[config.mk]
export PLATFORM = sky130hd
export DESIGN_NAME = hs_fifo
export DESIGN_NICKNAME = d
export VERILOG_FILES = /design/src/rtl/hs_pkg.sv /design/src/rtl/hs_fifo_mem.sv /design/src/rtl/hs_fifo.sv
export SDC_FILE = /design/constraint.sdc
export NUM_CORES = 1
export LEC_CHECK = 0
export ABC_AREA = 1
export CAP_MARGIN = 20
export CORE_UTILIZATION = 35
export CTS_CLUSTER_SIZE = 16
export DETAILED_ROUTE_END_ITERATION = 10
export PLACE_DENSITY_LB_ADDON = 0.25
export SYNTH_ARGS = -nofsm -noshare
export SYNTH_HDL_FRONTEND = slang
export SYNTH_SLANG_ARGS = --single-unit
export TNS_END_PERCENT = 20
[constraint.sdc]
create_clock -name i_clk -period 3.45 [get_ports i_clk]
set_input_delay 0.69 -clock i_clk [delete_from_list [all_inputs] [get_ports i_clk]]
set_output_delay 0.69 -clock i_clk [all_outputs]
set_load 0.05 [all_outputs]
[src/rtl/hs_pkg.sv]
// hs_pkg: shared defaults and level-width helper for hs_fifo
package hs_pkg;
  localparam int HS_DATA_W = 32;
  localparam int HS_DEPTH  = 4;
  function automatic int lvl_w(input int depth);
    return $clog2(depth) + 1;
  endfunction
endpackage

[src/rtl/hs_fifo_mem.sv]
// hs_fifo_mem: DEPTH x DATA_W storage, synchronous write, asynchronous read, no reset
module hs_fifo_mem
  import hs_pkg::*;
#(
  parameter int DATA_W = HS_DATA_W,
  parameter int DEPTH  = HS_DEPTH,
  parameter int AW     = $clog2(DEPTH)
) (
  input  logic              clk_i,
  input  logic              we_i,
  input  logic [AW-1:0]     waddr_i,
  input  logic [DATA_W-1:0] wdata_i,
  input  logic [AW-1:0]     raddr_i,
  output logic [DATA_W-1:0] rdata_o
);
  logic [DATA_W-1:0] mem_q [DEPTH];
  always_ff @(posedge clk_i)
    if (we_i) mem_q[waddr_i] <= wdata_i;
  assign rdata_o = mem_q[raddr_i];
endmodule

[src/rtl/hs_fifo.sv]
// hs_fifo: first-word fall-through valid/ready FIFO with registered flags
module hs_fifo
  import hs_pkg::*;
#(
  parameter int DATA_W = HS_DATA_W,
  parameter int DEPTH  = HS_DEPTH
) (
  input  logic                      i_clk,
  input  logic                      i_rst,
  input  logic                      i_valid,
  output logic                      o_ready,
  input  logic [DATA_W-1:0]         i_data,
  output logic                      o_valid,
  input  logic                      i_ready,
  output logic [DATA_W-1:0]         o_data,
  output logic [lvl_w(DEPTH)-1:0]   o_level
);
  localparam int AW = $clog2(DEPTH);
  localparam int LW = lvl_w(DEPTH);
  logic [AW-1:0]     wp_q, wp_d, rp_q, rp_d;
  logic [LW-1:0]     lvl_q, lvl_d;
  logic              rdy_q, rdy_d, vld_q, vld_d, push, pop;
  logic [DATA_W-1:0] rdata;
  // flags come from the next level so they never depend combinationally on i_valid/i_ready
  always_comb begin
    push  = i_valid & rdy_q;
    pop   = vld_q & i_ready;
    wp_d  = wp_q + AW'(push);
    rp_d  = rp_q + AW'(pop);
    lvl_d = lvl_q + LW'(push) - LW'(pop);
    rdy_d = lvl_d != LW'(DEPTH);
    vld_d = lvl_d != '0;
  end
  always_ff @(posedge i_clk or posedge i_rst) begin
    if (i_rst) begin
      wp_q  <= '0;
      rp_q  <= '0;
      lvl_q <= '0;
      rdy_q <= 1'b0;
      vld_q <= 1'b0;
    end else begin
      wp_q  <= wp_d;
      rp_q  <= rp_d;
      lvl_q <= lvl_d;
      rdy_q <= rdy_d;
      vld_q <= vld_d;
    end
  end
  hs_fifo_mem #(.DATA_W(DATA_W), .DEPTH(DEPTH), .AW(AW)) u_mem (
    .clk_i   (i_clk),
    .we_i    (push),
    .waddr_i (wp_q),
    .wdata_i (i_data),
    .raddr_i (rp_q),
    .rdata_o (rdata)
  );
  assign o_ready = rdy_q;
  assign o_valid = vld_q;
  assign o_level = lvl_q;
  assign o_data  = vld_q ? rdata : '0;
endmodule

Word-level counts from Yosys, hierarchy flattened
Memory sizes are Yosys's and may differ from the RTL's. Index checks and enable logic that the tools add are counted.

Memory bits (writable): 128. Output and inout port bits: 37. Flip-flop bits (word level): 9. Logic and storage cells: 17. Memories: 1. Input port bits: 36.

$add $sub $neg: 4. Muxes and demuxes: 3. Bitwise logic cells: 2. Reductions and logical operators: 1. Equal/unequal tests: 1.

Memories: u_mem.mem_q (depth 4, width 32, rd ports 1, clocked after memory_dff 0, write ports 1, line hs_fifo_mem.sv:16) `logic [DATA_W-1:0] mem_q [DEPTH];`.

Operators with widths (count): 2-to-1 mux 32 bit (1); adder 2 x 1 -> 2 bit (2); adder 3 x 1 -> 3 bit (1); != test 3 bit (second input constant) (1); nonzero test 3 bit (1); subtractor 3 x 1 -> 3 bit (1); bitwise AND 1 bit (2); 2-to-1 mux 1 bit (2).

Depth between registers and ports, before layout
Depth in word-level cells: 4. Mapped depth: 9. Gate-level depth less buffers: 9.

Hierarchy
A second synthesis with hierarchy kept.

Cell total of the unflattened synthesis: 615. Area total of the unflattened synthesis: 6110.9 um2.

By module, submodules not included: hs_fifo_mem (instances 1, seq. area each 3843.7 um2, cells an instance 509, area an instance 5437.7 um2); hs_fifo (instances 1, seq. area each 225.2 um2, cells an instance 106, area an instance 673.1 um2).

Worst setup path before layout
OpenSTA, ideal clock, no wires.

Path kind: register to register. Start: register rdy_q, in the netlist o_ready. End: memory u_mem.mem_q[0][0] (netlist name) (enable). Clock period less this slack: 3.525 ns. Stages on the path, launching flop included: 3. Data required time: 2.989 ns. Path buffers: 0. Library setup time: 0.461 ns. Slack: -0.075 ns. Data arrival time: 3.064 ns. Cell sequence: dfrtp_1 > nand2_1 > nor3_1.

Longest elaborated chain between the ends: 3.

Ends and longest elaborated chain: start: declaration (line hs_fifo.sv:22) `logic rdy_q, rdy_d, vld_q, vld_d, push, pop;`; start signal: assignment (line hs_fifo.sv:45) `rdy_q <= rdy_d;`; bitwise AND 1 bit (line hs_fifo.sv:26) `push = i_valid & rdy_q;`; 2-to-1 mux 1 bit (line hs_fifo_mem.sv:18) `if (we_i) mem_q[waddr_i] <= wdata_i;`; 2-to-1 mux 1 bit (not written as such) (line hs_fifo_mem.sv:18); end: declaration (line hs_fifo_mem.sv:16).

No other way between the ends.

Worst setup path after layout
Start: register rp_q[0]. End: output o_data[1].

Longest elaborated chain between the ends: 2.

Ends and longest elaborated chain: start: declaration (line hs_fifo.sv:20) `logic [AW-1:0] wp_q, wp_d, rp_q, rp_d;`; start signal: assignment (line hs_fifo.sv:43) `rp_q <= rp_d;`; memory (4 x 32 bit); 2-to-1 mux 32 bit (line hs_fifo.sv:60) `assign o_data = vld_q ? rdata : '0;`; end: declaration (line hs_fifo.sv:15) `output logic [DATA_W-1:0] o_data,`.

No other way between the ends.

==> metrics.md <==
| Metric | Value |
|---|---|
| Status | complete, no violations |
| Ys async rst share | 6.569% |
| Post-CTS sizing | 0 |
| Synth Instances | 548 |
| Rel. slew slack | 52.36% |
| Initial core utilization | 36.33% |
| Gpl congestion | 0.6828 |
| CP required | 2760 ps |
| Pwr Total | 0.007239 W |
| # setup viols final | 0 |
| CTS tree | done |
| DR vias | 3763 |
| Std-Cell Rows | 46 |
| Finished Layout Cells | 861 |
| Total clock sinks | 137 |
| Hold slack final | 530.3 ps |
| I/O pins | 73 |
| Clock skew | 15.90 ps |
| Number of fill cells | 1459 |
| Largest cells by area after synthesis | edfxtp_1 66%, nand2_1 8.9%, inv_1 6.4% |
| Worst-Skew Late Latency | 420 ps |
| Global route total overflow | 0 |
| Fin nets | 671 |
| Final period util | 80.56% |
| Most common cell after layout, fill and taps aside | nand2_1 |
| Netlist cell types | 19 |
| Area growth from synthesis to layout | 25.61% |
| Util after Layout | 45.63% |
| Area leader, netlist | edfxtp_1 |
| I/O Buffers | 72 |
| Die width | 131.1 µm |
| CP Buf/Inv Count | 3 |
| Synth warn | 0 |
| CTS root buf | clkbuf_16 |
| Hold crit path type | in -> async |
| Num CTS Buffers | 17 |
| Maximum VDD drop | 658.4 µV |
| Mapped cell area | 0.005833 mm² |
| GR Util All Layers | 15.79% |
| Detailed Route WL | 12150 µm |
| CP startpoint kind | flop |
| WS Path Type | reg -> out |
| Initial antenna violation count | 0 |
| Pre-CTS setup slack | 830.6 ps |
| First drt pass iteration count | 4 |
| Syn nets | 587 |
| Post-CTS Hold Buffers | 0 |
| Clock Path Buffers | 2 |
| Top cell type's share of synthesized area | 65.89% |
| Layout cell share with drive strength beyond 1 | 16.59% |
| Pwr dens | 988.0 mW/mm² |
| Crit Path Max Fanout | 31 |
| Largest net degree at the start of global routing | 66 |
| Minimum clock period | 2779 ps |
| #FFs+latches synth | 137 |
| Core Region | 0.01606 mm² |
| Chip height | 131.1 µm |
| Inst Count DP | 829 |
| Leak | 3.160 nW |
| RSZ-0062 raised after global routing | no |
| Max capacitance violation total | 0 |
| Vias/cell | 4.370 |
| Post-route DRC | 0 |
| Ys flop type | edfxtp_1 |
| Timing-limited maximum frequency | 359.8 MHz |
| # Post-CTS Setup Buffers | 0 |
| Worst path top cell family by delay | buffers and inverters |
| CP max-delay cell | inv_2 |
| Post-DP HPWL | 7532 µm |
| Initial drt markers | 129 |
| Critical Path AT | 2090 ps |
| Post-synth EDFFs | 128 |
| Worst path max stage delay | 430 ps |
| Most used cell, CP | buf_4 |
| Vias in the first global route | 3819 |
| Final hold viol count | 0 |
| Sequential area share after synthesis | 69.76% |
| Inserted Diodes | 0 |
| Most frequent cells in the layout | 138 x nand2_1, 128 x edfxtp_1, 99 x inv_1 |
| Worst Setup End Kind | output pin |
| Die area | 0.01719 mm² |
| Final worst slack | 670.6 ps |
| DR WL/cell | 14.11 µm |
| H-tree lvl count | 4 |
| First-pass GRT wire length | 19380 µm |
| Final ANT Viol Nets | 0 |
| Final-report max-slew violation count | 0 |
| Tightest Pin Transition | 714.7 ps |
| Crit-path cells | inv_2, buf_4, nand2_1, nand3_1, a21oi_1, buf_4 |
| Syn Area/Cell | 10.64 µm² |
| Clk slew on worst S/H paths | 60 ps |
==> cells by family (layout without fill, tap and decap cells) <==
group | Yosys count | after routing | share of synthesized area, %
AOI/OAI and AO/OA | 33 | 33 | 2.831
buffers and inverters | 161 | 258 | 11.13
DFF | 137 | 137 | 69.76
xor gates and xnor gates | 2 | 2 | 0.3004
and+or+nand+nor | 212 | 212 | 15.21
adders and majority gates | 3 | 3 | 0.7721
==> worst register-to-register path, stage by stage (launching register included) <==
cell and delay (ps):
dfrtp_1 380, nand2_1 230, inv_1 100, nand2_1 70, nand2_1 50, ha_1 190, fa_1 470, nor2_1 150
nand3_1 90
==> sequential cells by signal (all words and copies together), names as in the netlist <==
signal and flops:
wp_q 2, o_valid 1, o_ready 1, u_mem.mem_q 128, rp_q 2, o_level 3
==> synthesized netlist by cell type (3+ instances only) <==
library cell,count
nand2_1,138
edfxtp_1,128
inv_1,99
nand3_1,66
a21oi_1,33
inv_2,27
buf_2,13
clkinv_1,9
dfrtp_1,9
buf_4,5
clkbuf_1,5
nor3_1,4
nor2_1,3
==> power breakdown <==
| group | internal [W] | switching, W | total (W) |
|---|---|---|---|
| combinational | 0.000925 | 0.00234 | 0.00327 |
| sequential | 0.00219 | 0.000109 | 0.00229 |
| clock | 0.00105 | 0.000623 | 0.00168 |
==> final cells by class <==
type,count,area (µm²),area share [%]
Sequential cell,137,4070,55.55
Multi-Input combinational cell,250,1135,15.49
Timing Repair Buffer,89,788.3,10.76
Inverter,137,516.7,7.053
Clock buffer,23,447.9,6.113
Tap cell,216,270.3,3.689
Clock inverter,9,98.84,1.349
==> layer usage <==
layer	global-route usage (%)	share of wire, %	vias to the layer above
met5	0	0	-
met4	6.829	1.6	0
met3	4.505	6.3	15
met2	26.67	50	112
met1	18.86	42	1724
li1	-	-	1912
==> final timing paths <==
kind,end,slack (ps),from,cells after the start
setup / recovery,o_data[1],670,rp_q[0],6
hold reg to reg,wp_q[1],550,wp_q[1],1
max in group asynchronous,rp_q[0],2640,i_rst,2
min in group i_clk,wp_q[1],550,wp_q[1],1
setup reg to reg,o_valid,1600,o_ready,8
hold / removal,o_level[2],530,i_rst,2
==> through the flow <==
step	TNS (ps)	instance area [µm²]
floorplan	-9620	5833
global placement	0	6753
detailed placement	0	6780
CTS	0	7327
global route	0	7327
finish	0	7327
(Power assumes the default switching activity.)
